===== config.mk =====
export PLATFORM = sky130hd
export DESIGN_NAME = mem_stage
export DESIGN_NICKNAME = d
export VERILOG_FILES = /design/src/rtl/mem_stage.sv
export SDC_FILE = /design/constraint.sdc
export NUM_CORES = 1
export LEC_CHECK = 0
export ABC_CLOCK_PERIOD_IN_PS = 4800
export CORE_MARGIN = 3
export CORE_UTILIZATION = 41
export CTS_CLUSTER_SIZE = 14
export DETAILED_ROUTE_END_ITERATION = 10
export GPL_TIMING_DRIVEN = 0
export PLACE_DENSITY = 0.92
export SETUP_SLACK_MARGIN = 0.1
export SYNTH_ARGS = -nofsm -noshare
export SYNTH_HDL_FRONTEND = slang
export SYNTH_SLANG_ARGS = --single-unit

===== constraint.sdc =====
create_clock -name clk -period 4.8 [get_ports clk]
set_clock_uncertainty 0.05 [all_clocks]
set_input_delay 0.72 -clock clk [delete_from_list [all_inputs] [get_ports clk]]
set_output_delay 0.72 -clock clk [all_outputs]
set_load 0.005 [all_outputs]

===== src/rtl/mem_stage.sv =====
// mem_stage: memory-access stage of the five-stage RISC-V pipeline.
// Loads and stores go over a shared byte-wide RAM port, one byte per cycle,
// little-endian, with no alignment restriction (addresses wrap mod 2^32).
// Non-memory instructions pass straight through to MEM/WB with no latency.
// Optional build macro MEM_SB_FAST_EN: SB completes in the IDLE accept cycle
// without stalling. The write waits for a cycle in which the MEM stage is not held.
module mem_stage (
  input  logic        clk,
  input  logic        rst,
  input  logic [5:0]  stall,
  input  logic [4:0]  ex_rd,
  input  logic [31:0] ex_wdata,
  input  logic        ex_wreg,
  input  logic [3:0]  ex_mem_op,
  input  logic [31:0] ex_mem_addr,
  input  logic [31:0] ex_store_data,
  input  logic [7:0]  ram_din,
  output logic [4:0]  mem_rd,
  output logic [31:0] mem_wdata,
  output logic        mem_wreg,
  output logic        stallreq_mem,
  output logic        ram_req,
  output logic [31:0] ram_addr,
  output logic [7:0]  ram_dout,
  output logic        ram_wr
);

  localparam logic [3:0] OP_LB  = 4'd1;
  localparam logic [3:0] OP_LH  = 4'd2;
  localparam logic [3:0] OP_LW  = 4'd3;
  localparam logic [3:0] OP_LBU = 4'd4;
  localparam logic [3:0] OP_LHU = 4'd5;
  localparam logic [3:0] OP_SB  = 4'd6;
  localparam logic [3:0] OP_SH  = 4'd7;
  localparam logic [3:0] OP_SW  = 4'd8;

  typedef enum logic [1:0] {IDLE, LOAD, STORE, DONE} state_t;

  state_t      state_q, state_d;
  logic [2:0]  cnt_q, cnt_d;
  logic [31:0] buf_q, buf_d;

  logic        is_load;
  logic        is_store;
  logic        sb_fast;
  logic [2:0]  n_bytes;
  logic [31:0] byte_addr;
  logic [31:0] load_ext;
  logic [7:0]  store_byte;
  logic [1:0]  load_lane;
  logic        unused_stall_bits;

  // Only the MEM-stage hold bit of the stall vector matters here.
  assign unused_stall_bits = ^{stall[5:4], stall[2:0]};

`ifdef MEM_SB_FAST_EN
  assign sb_fast = (ex_mem_op == OP_SB);
`else
  assign sb_fast = 1'b0;
`endif

  // Byte k of the access lives at base + k; cnt is the next byte index.
  assign byte_addr = ex_mem_addr + {29'd0, cnt_q};
  // A byte arriving in LOAD was addressed in the previous cycle, i.e. index cnt-1.
  assign load_lane = cnt_q[1:0] - 2'd1;

  // Decode the op into direction and access width; codes 9..15 act as NONE.
  always_comb begin
    is_load  = 1'b0;
    is_store = 1'b0;
    n_bytes  = 3'd0;
    case (ex_mem_op)
      OP_LB, OP_LBU: begin is_load  = 1'b1; n_bytes = 3'd1; end
      OP_LH, OP_LHU: begin is_load  = 1'b1; n_bytes = 3'd2; end
      OP_LW:         begin is_load  = 1'b1; n_bytes = 3'd4; end
      OP_SB:         begin is_store = 1'b1; n_bytes = 3'd1; end
      OP_SH:         begin is_store = 1'b1; n_bytes = 3'd2; end
      OP_SW:         begin is_store = 1'b1; n_bytes = 3'd4; end
      default:       ;
    endcase
  end

  // Select the store byte for the current byte index.
  always_comb begin
    case (cnt_q[1:0])
      2'd0:    store_byte = ex_store_data[7:0];
      2'd1:    store_byte = ex_store_data[15:8];
      2'd2:    store_byte = ex_store_data[23:16];
      default: store_byte = ex_store_data[31:24];
    endcase
  end

  // Sign- or zero-extend the assembled load data from its access width.
  always_comb begin
    case (ex_mem_op)
      OP_LB:   load_ext = {{24{buf_q[7]}}, buf_q[7:0]};
      OP_LBU:  load_ext = {24'd0, buf_q[7:0]};
      OP_LH:   load_ext = {{16{buf_q[15]}}, buf_q[15:0]};
      OP_LHU:  load_ext = {16'd0, buf_q[15:0]};
      default: load_ext = buf_q;
    endcase
  end

  // Next-state logic and all outputs; reset forces every output to zero.
  always_comb begin
    state_d      = state_q;
    cnt_d        = cnt_q;
    buf_d        = buf_q;
    mem_rd       = ex_rd;
    mem_wdata    = ex_wdata;
    mem_wreg     = ex_wreg;
    stallreq_mem = 1'b0;
    ram_req      = 1'b0;
    ram_addr     = 32'd0;
    ram_dout     = 8'd0;
    ram_wr       = 1'b0;
    case (state_q)
      IDLE: begin
        if (is_load) begin
          ram_addr     = ex_mem_addr;
          ram_req      = 1'b1;
          stallreq_mem = 1'b1;
          cnt_d        = 3'd1;
          state_d      = LOAD;
        end else if (sb_fast) begin
          // Single-byte store retires here; hold off the write while MEM is held.
          if (!stall[3]) begin
            ram_addr = ex_mem_addr;
            ram_dout = ex_store_data[7:0];
            ram_wr   = 1'b1;
            ram_req  = 1'b1;
          end
        end else if (is_store) begin
          ram_addr     = ex_mem_addr;
          ram_dout     = ex_store_data[7:0];
          ram_wr       = 1'b1;
          ram_req      = 1'b1;
          stallreq_mem = 1'b1;
          cnt_d        = 3'd1;
          state_d      = (n_bytes == 3'd1) ? DONE : STORE;
        end
      end
      LOAD: begin
        for (int k = 0; k < 4; k++) begin
          if (load_lane == 2'(k)) buf_d[8*k +: 8] = ram_din;
        end
        stallreq_mem = 1'b1;
        if (cnt_q < n_bytes) begin
          ram_addr = byte_addr;
          ram_req  = 1'b1;
          cnt_d    = cnt_q + 3'd1;
        end else begin
          state_d = DONE;
        end
      end
      STORE: begin
        ram_addr     = byte_addr;
        ram_dout     = store_byte;
        ram_wr       = 1'b1;
        ram_req      = 1'b1;
        stallreq_mem = 1'b1;
        cnt_d        = cnt_q + 3'd1;
        if (cnt_q + 3'd1 == n_bytes) state_d = DONE;
      end
      DONE: begin
        if (is_load) mem_wdata = load_ext;
        // Wait here while MEM is held so the instruction is not re-executed.
        if (!stall[3]) state_d = IDLE;
      end
      default: state_d = IDLE;
    endcase
    if (stallreq_mem) mem_wreg = 1'b0;
    if (rst) begin
      mem_rd       = 5'd0;
      mem_wdata    = 32'd0;
      mem_wreg     = 1'b0;
      stallreq_mem = 1'b0;
      ram_req      = 1'b0;
      ram_addr     = 32'd0;
      ram_dout     = 8'd0;
      ram_wr       = 1'b0;
    end
  end

  // State, byte counter and assembly register; reset abandons any access.
  always_ff @(posedge clk) begin
    if (rst) begin
      state_q <= IDLE;
      cnt_q   <= 3'd0;
      buf_q   <= 32'd0;
    end else begin
      state_q <= state_d;
      cnt_q   <= cnt_d;
      buf_q   <= buf_d;
    end
  end

endmodule


==> flow_metrics.py <==
metrics = {
    "run_status": {
        "run_status": "finished, final reports clean",
    },
    "clocking": {
        "worstSkewPairLatency_ns": 0.29,
        "cts-htree-levels": 2,
        "tritoncts_num_sinks": 37,
        "tritoncts.num_buffers": 5,
        "cts_tree": "yes",
        "cts_buffer_depth": 2,
        "holdBufCountCts": 0,
        "clock_tree.root_cell": "sky130_fd_sc_hd__clkbuf_8",
        "worst_setup_hold_path_clk_slew_ns": 0.07,
    },
    "drt": {
        "number_of_search_and_repair_iterations_in_the_first_detailed_routing_pass": 7,
        "wl_mm": 16.5,
        "detail-route-antenna-nets": 0,
        "vias": 5673,
        "detail_route.iter0.violations": 444,
        "wl_per_cell_microns": 17.4,
        "drt-vias-per-instance": 5.99,
        "remaining_drc_errors": 0,
    },
    "die": {
        "dieHeight_microns": 104,
        "placeableCoreArea_sq_mm": 0.00928,
        "die_width_microns": 104,
        "row_count": 35,
        "ios": 203,
        "floorplan.initialDensity": 0.425,
        "die_area_sq_mm": 0.0108,
    },
    "hold_path": {
        "hold_path.startpoint": "buf_q[30]",
        "hp_class": "reg2reg",
        "hold-path-cell-count": 2,
        "hold_end": "buf_q[30]",
    },
    "cells_and_area": {
        "nNetsFinal": 956,
        "drive_gt1_frac": 0.0477,
        "antennaDiodeCount": 0,
        "instances_no_fill": 947,
        "num-fill-cells": 813,
        "design_area_sq_mm": 0.00626,
        "postLayoutCoreUtil": 0.674,
        "final_cell_mix": "sky130_fd_sc_hd__clkdlybuf4s50_1, sky130_fd_sc_hd__nand2_1, sky130_fd_sc_hd__a21oi_1, sky130_fd_sc_hd__nand3_1, sky130_fd_sc_hd__nor2_1",
        "most_common_library_cell_in_the_layout_ignoring_fill_and_taps": "sky130_fd_sc_hd__clkdlybuf4s50_1",
        "layout-area-overhead-vs-synth_pct": 58.7,
    },
    "synthesis": {
        "mappedNetlistArea_sq_mm": 0.00394,
        "synth-edff-count": 0,
        "synth.avg_cell_area_sq_um": 6.43,
        "postSynthNetCount": 752,
        "postSynth.asyncResetShare": 0,
        "synth.distinct_cells": 59,
        "synthesized_flop_and_latch_total": 37,
        "ys_dominant_reg_cell": "sky130_fd_sc_hd__dfxtp_1",
        "seq_area_frac_synth": 0.188,
        "instance_count_of_the_mapped_netlist": 613,
        "yosys_warnings": 0,
    },
    "grt": {
        "largest_net_degree_at_the_start_of_global_routing": 12,
        "globalRouteTotalUtil": 0.291,
        "initial_antenna_violation_count": 0,
        "grt_use_met3": 0.0583,
        "grt_pass1_wl_mm": 26.6,
        "globalRoute.busiestLayer": "met2",
        "first_global_vias": 5568,
        "use_met2": 0.526,
        "grt_overflow": 0,
        "use_met1": 0.335,
    },
    "timing": {
        "post-route-period-util": 0.940,
        "tns_ns": 0,
        "tightestPinTransition_ns": 0.767,
        "max_freq_ghz": 0.222,
        "report.final.setup_viol": 0,
        "holdWs_ns": 0.408,
        "timing.final.max_slew_violations": 0,
        "layout_min_cycle_time_ns": 4.51,
        "final.setup.worst_slack_ns": 0.286,
        "rsz0062_at_grt": "false",
        "report.final.hold_viol_count": 0,
        "timing.max_slew.rel_slack": 0.487,
    },
    "placement": {
        "dp_hpwl_mm": 13.1,
        "detailedPlace.worstSlack_ns": -0.632,
        "number_of_instances_in_the_placed_design": 936,
        "port-buffer-count": 194,
        "gp_congestion": 0.899,
        "placedInstanceArea_sq_mm": 0.00605,
    },
    "setup_path": {
        "critPathKind": "in2out",
        "endpoint_kind": "output pin",
        "r2r-end": "state_q[0]",
        "timing.rr.start": "cnt_q[1]",
        "setup.worst_path.start_class": "input port",
        "critPathMaxFanout": 10,
        "critical_path_arrival_ns": 3.74,
        "ff2ff_setup_slack_ns": 1.93,
        "required_ns": 4.03,
        "ff2ff_path_depth": 7,
    },
    "pwr": {
        "power_per_cell_area_mw_per_mm2": 285,
        "finalPower_mw": 1.78,
        "total_leakage_power_nw": 2.29,
        "peakVddDrop_mv": 0.171,
    },
    "flow_run": {
        "cap_viol_max_count": 0,
    },
}
## cells in the mapped netlist (all sizes together) (2+ instances only)
library cell | number | area share
nand2 | 96 | 0.091
a21oi | 93 | 0.12
nand3 | 48 | 0.061
nor2 | 47 | 0.045
clkbuf | 40 | 0.038
dfxtp | 37 | 0.19
o21ai | 37 | 0.047
o211ai | 17 | 0.032
ha | 16 | 0.051
nor3 | 15 | 0.019
inv | 13 | 0.012
nand4 | 13 | 0.022
a22oi | 11 | 0.021
buf | 11 | 0.012
and3 | 9 | 0.014
or3 | 9 | 0.014
a222oi | 8 | 0.020
nor2b | 8 | 0.013
a21o | 7 | 0.013
a31oi | 7 | 0.011
a311oi | 6 | 0.013
nor4 | 5 | 0.012
or4 | 5 | 0.0095
a211oi | 4 | 0.0076
a41oi | 4 | 0.0089
nor3b | 4 | 0.0076
or4b | 4 | 0.010
and2 | 3 | 0.0048
and4 | 3 | 0.0067
o21a | 3 | 0.0057
o31ai | 3 | 0.0057
mux2i | 2 | 0.0051
nand2b | 2 | 0.0032
nor4b | 2 | 0.0060
o21bai | 2 | 0.0038
or2 | 2 | 0.0032
or3b | 2 | 0.0044
xor2 | 2 | 0.0044
## registers in the layout, indices dropped and copies added, names as in the netlist
name	count
state_q	2
cnt_q	3
buf_q	32
## where the power goes
part | internal [mW] | total [mW] | switching (mW)
registers | 0.342 | 0.374 | 0.0319
logic | 0.535 | 1.19 | 0.657
clock network | 0.101 | 0.219 | 0.118
## critical path, cell delays in order
cell and delay (ns):
sky130_fd_sc_hd__clkbuf_2 0.15, sky130_fd_sc_hd__buf_4 0.17, sky130_fd_sc_hd__or3b_4 0.40, sky130_fd_sc_hd__a21o_1 0.20
sky130_fd_sc_hd__ha_1 0.26, sky130_fd_sc_hd__nor2b_2 0.19, sky130_fd_sc_hd__o311a_1 0.34, sky130_fd_sc_hd__clkbuf_8 0.17
sky130_fd_sc_hd__nor3_1 0.23, sky130_fd_sc_hd__nor2_1 0.08, sky130_fd_sc_hd__a311oi_2 0.28, sky130_fd_sc_hd__clkdlybuf4s50_1 0.56
## worst max path at each step
stage                 start            to
4_1_cts        ex_mem_op[3]  ram_addr[18]
6_report       ex_mem_op[1]  ram_addr[11]
3_5_place_dp   ex_mem_op[1]  ram_addr[18]
2_1_floorplan  ex_mem_op[0]  ram_addr[18]
5_1_grt        ex_mem_op[1]  ram_addr[13]
3_3_place_gp   ex_mem_op[1]  ram_addr[18]
## cell type report
type                            count  area (sq um)  share of cell area
Tap cell                          129           161              0.0258
Buffer                             51           234              0.0374
Multi-Input combinational cell    512          3040               0.486
Timing Repair Buffer              197          1950               0.311
Clock inverter                      2          10.0             0.00160
Inverter                           13          48.8             0.00780
Clock buffer                        6          72.6              0.0116
Sequential cell                    37           741               0.118
## cell families after synthesis
family                   share of synthesized area
XOR/XNOR                                   0.00667
multiplexers                               0.00508
AND/OR/NAND/NOR                              0.355
adder cells (fa/ha/maj)                     0.0559
flip-flops                                   0.188
AO/OA/AOI/OAI                                0.327
buffers and inverters                       0.0628
## layer usage
layer	wire, microns	up-vias
li1	-	2680
met1	6380	2624
met2	8130	328
met3	1520	41
met4	445	0
met5	0	-
## timing repair
item	in CTS	in global routing
gates resized for setup	35	10
setup endpoints to repair	33	23
pin swaps	4	1
setup buffers	3	0
(Power assumes the default switching activity.)
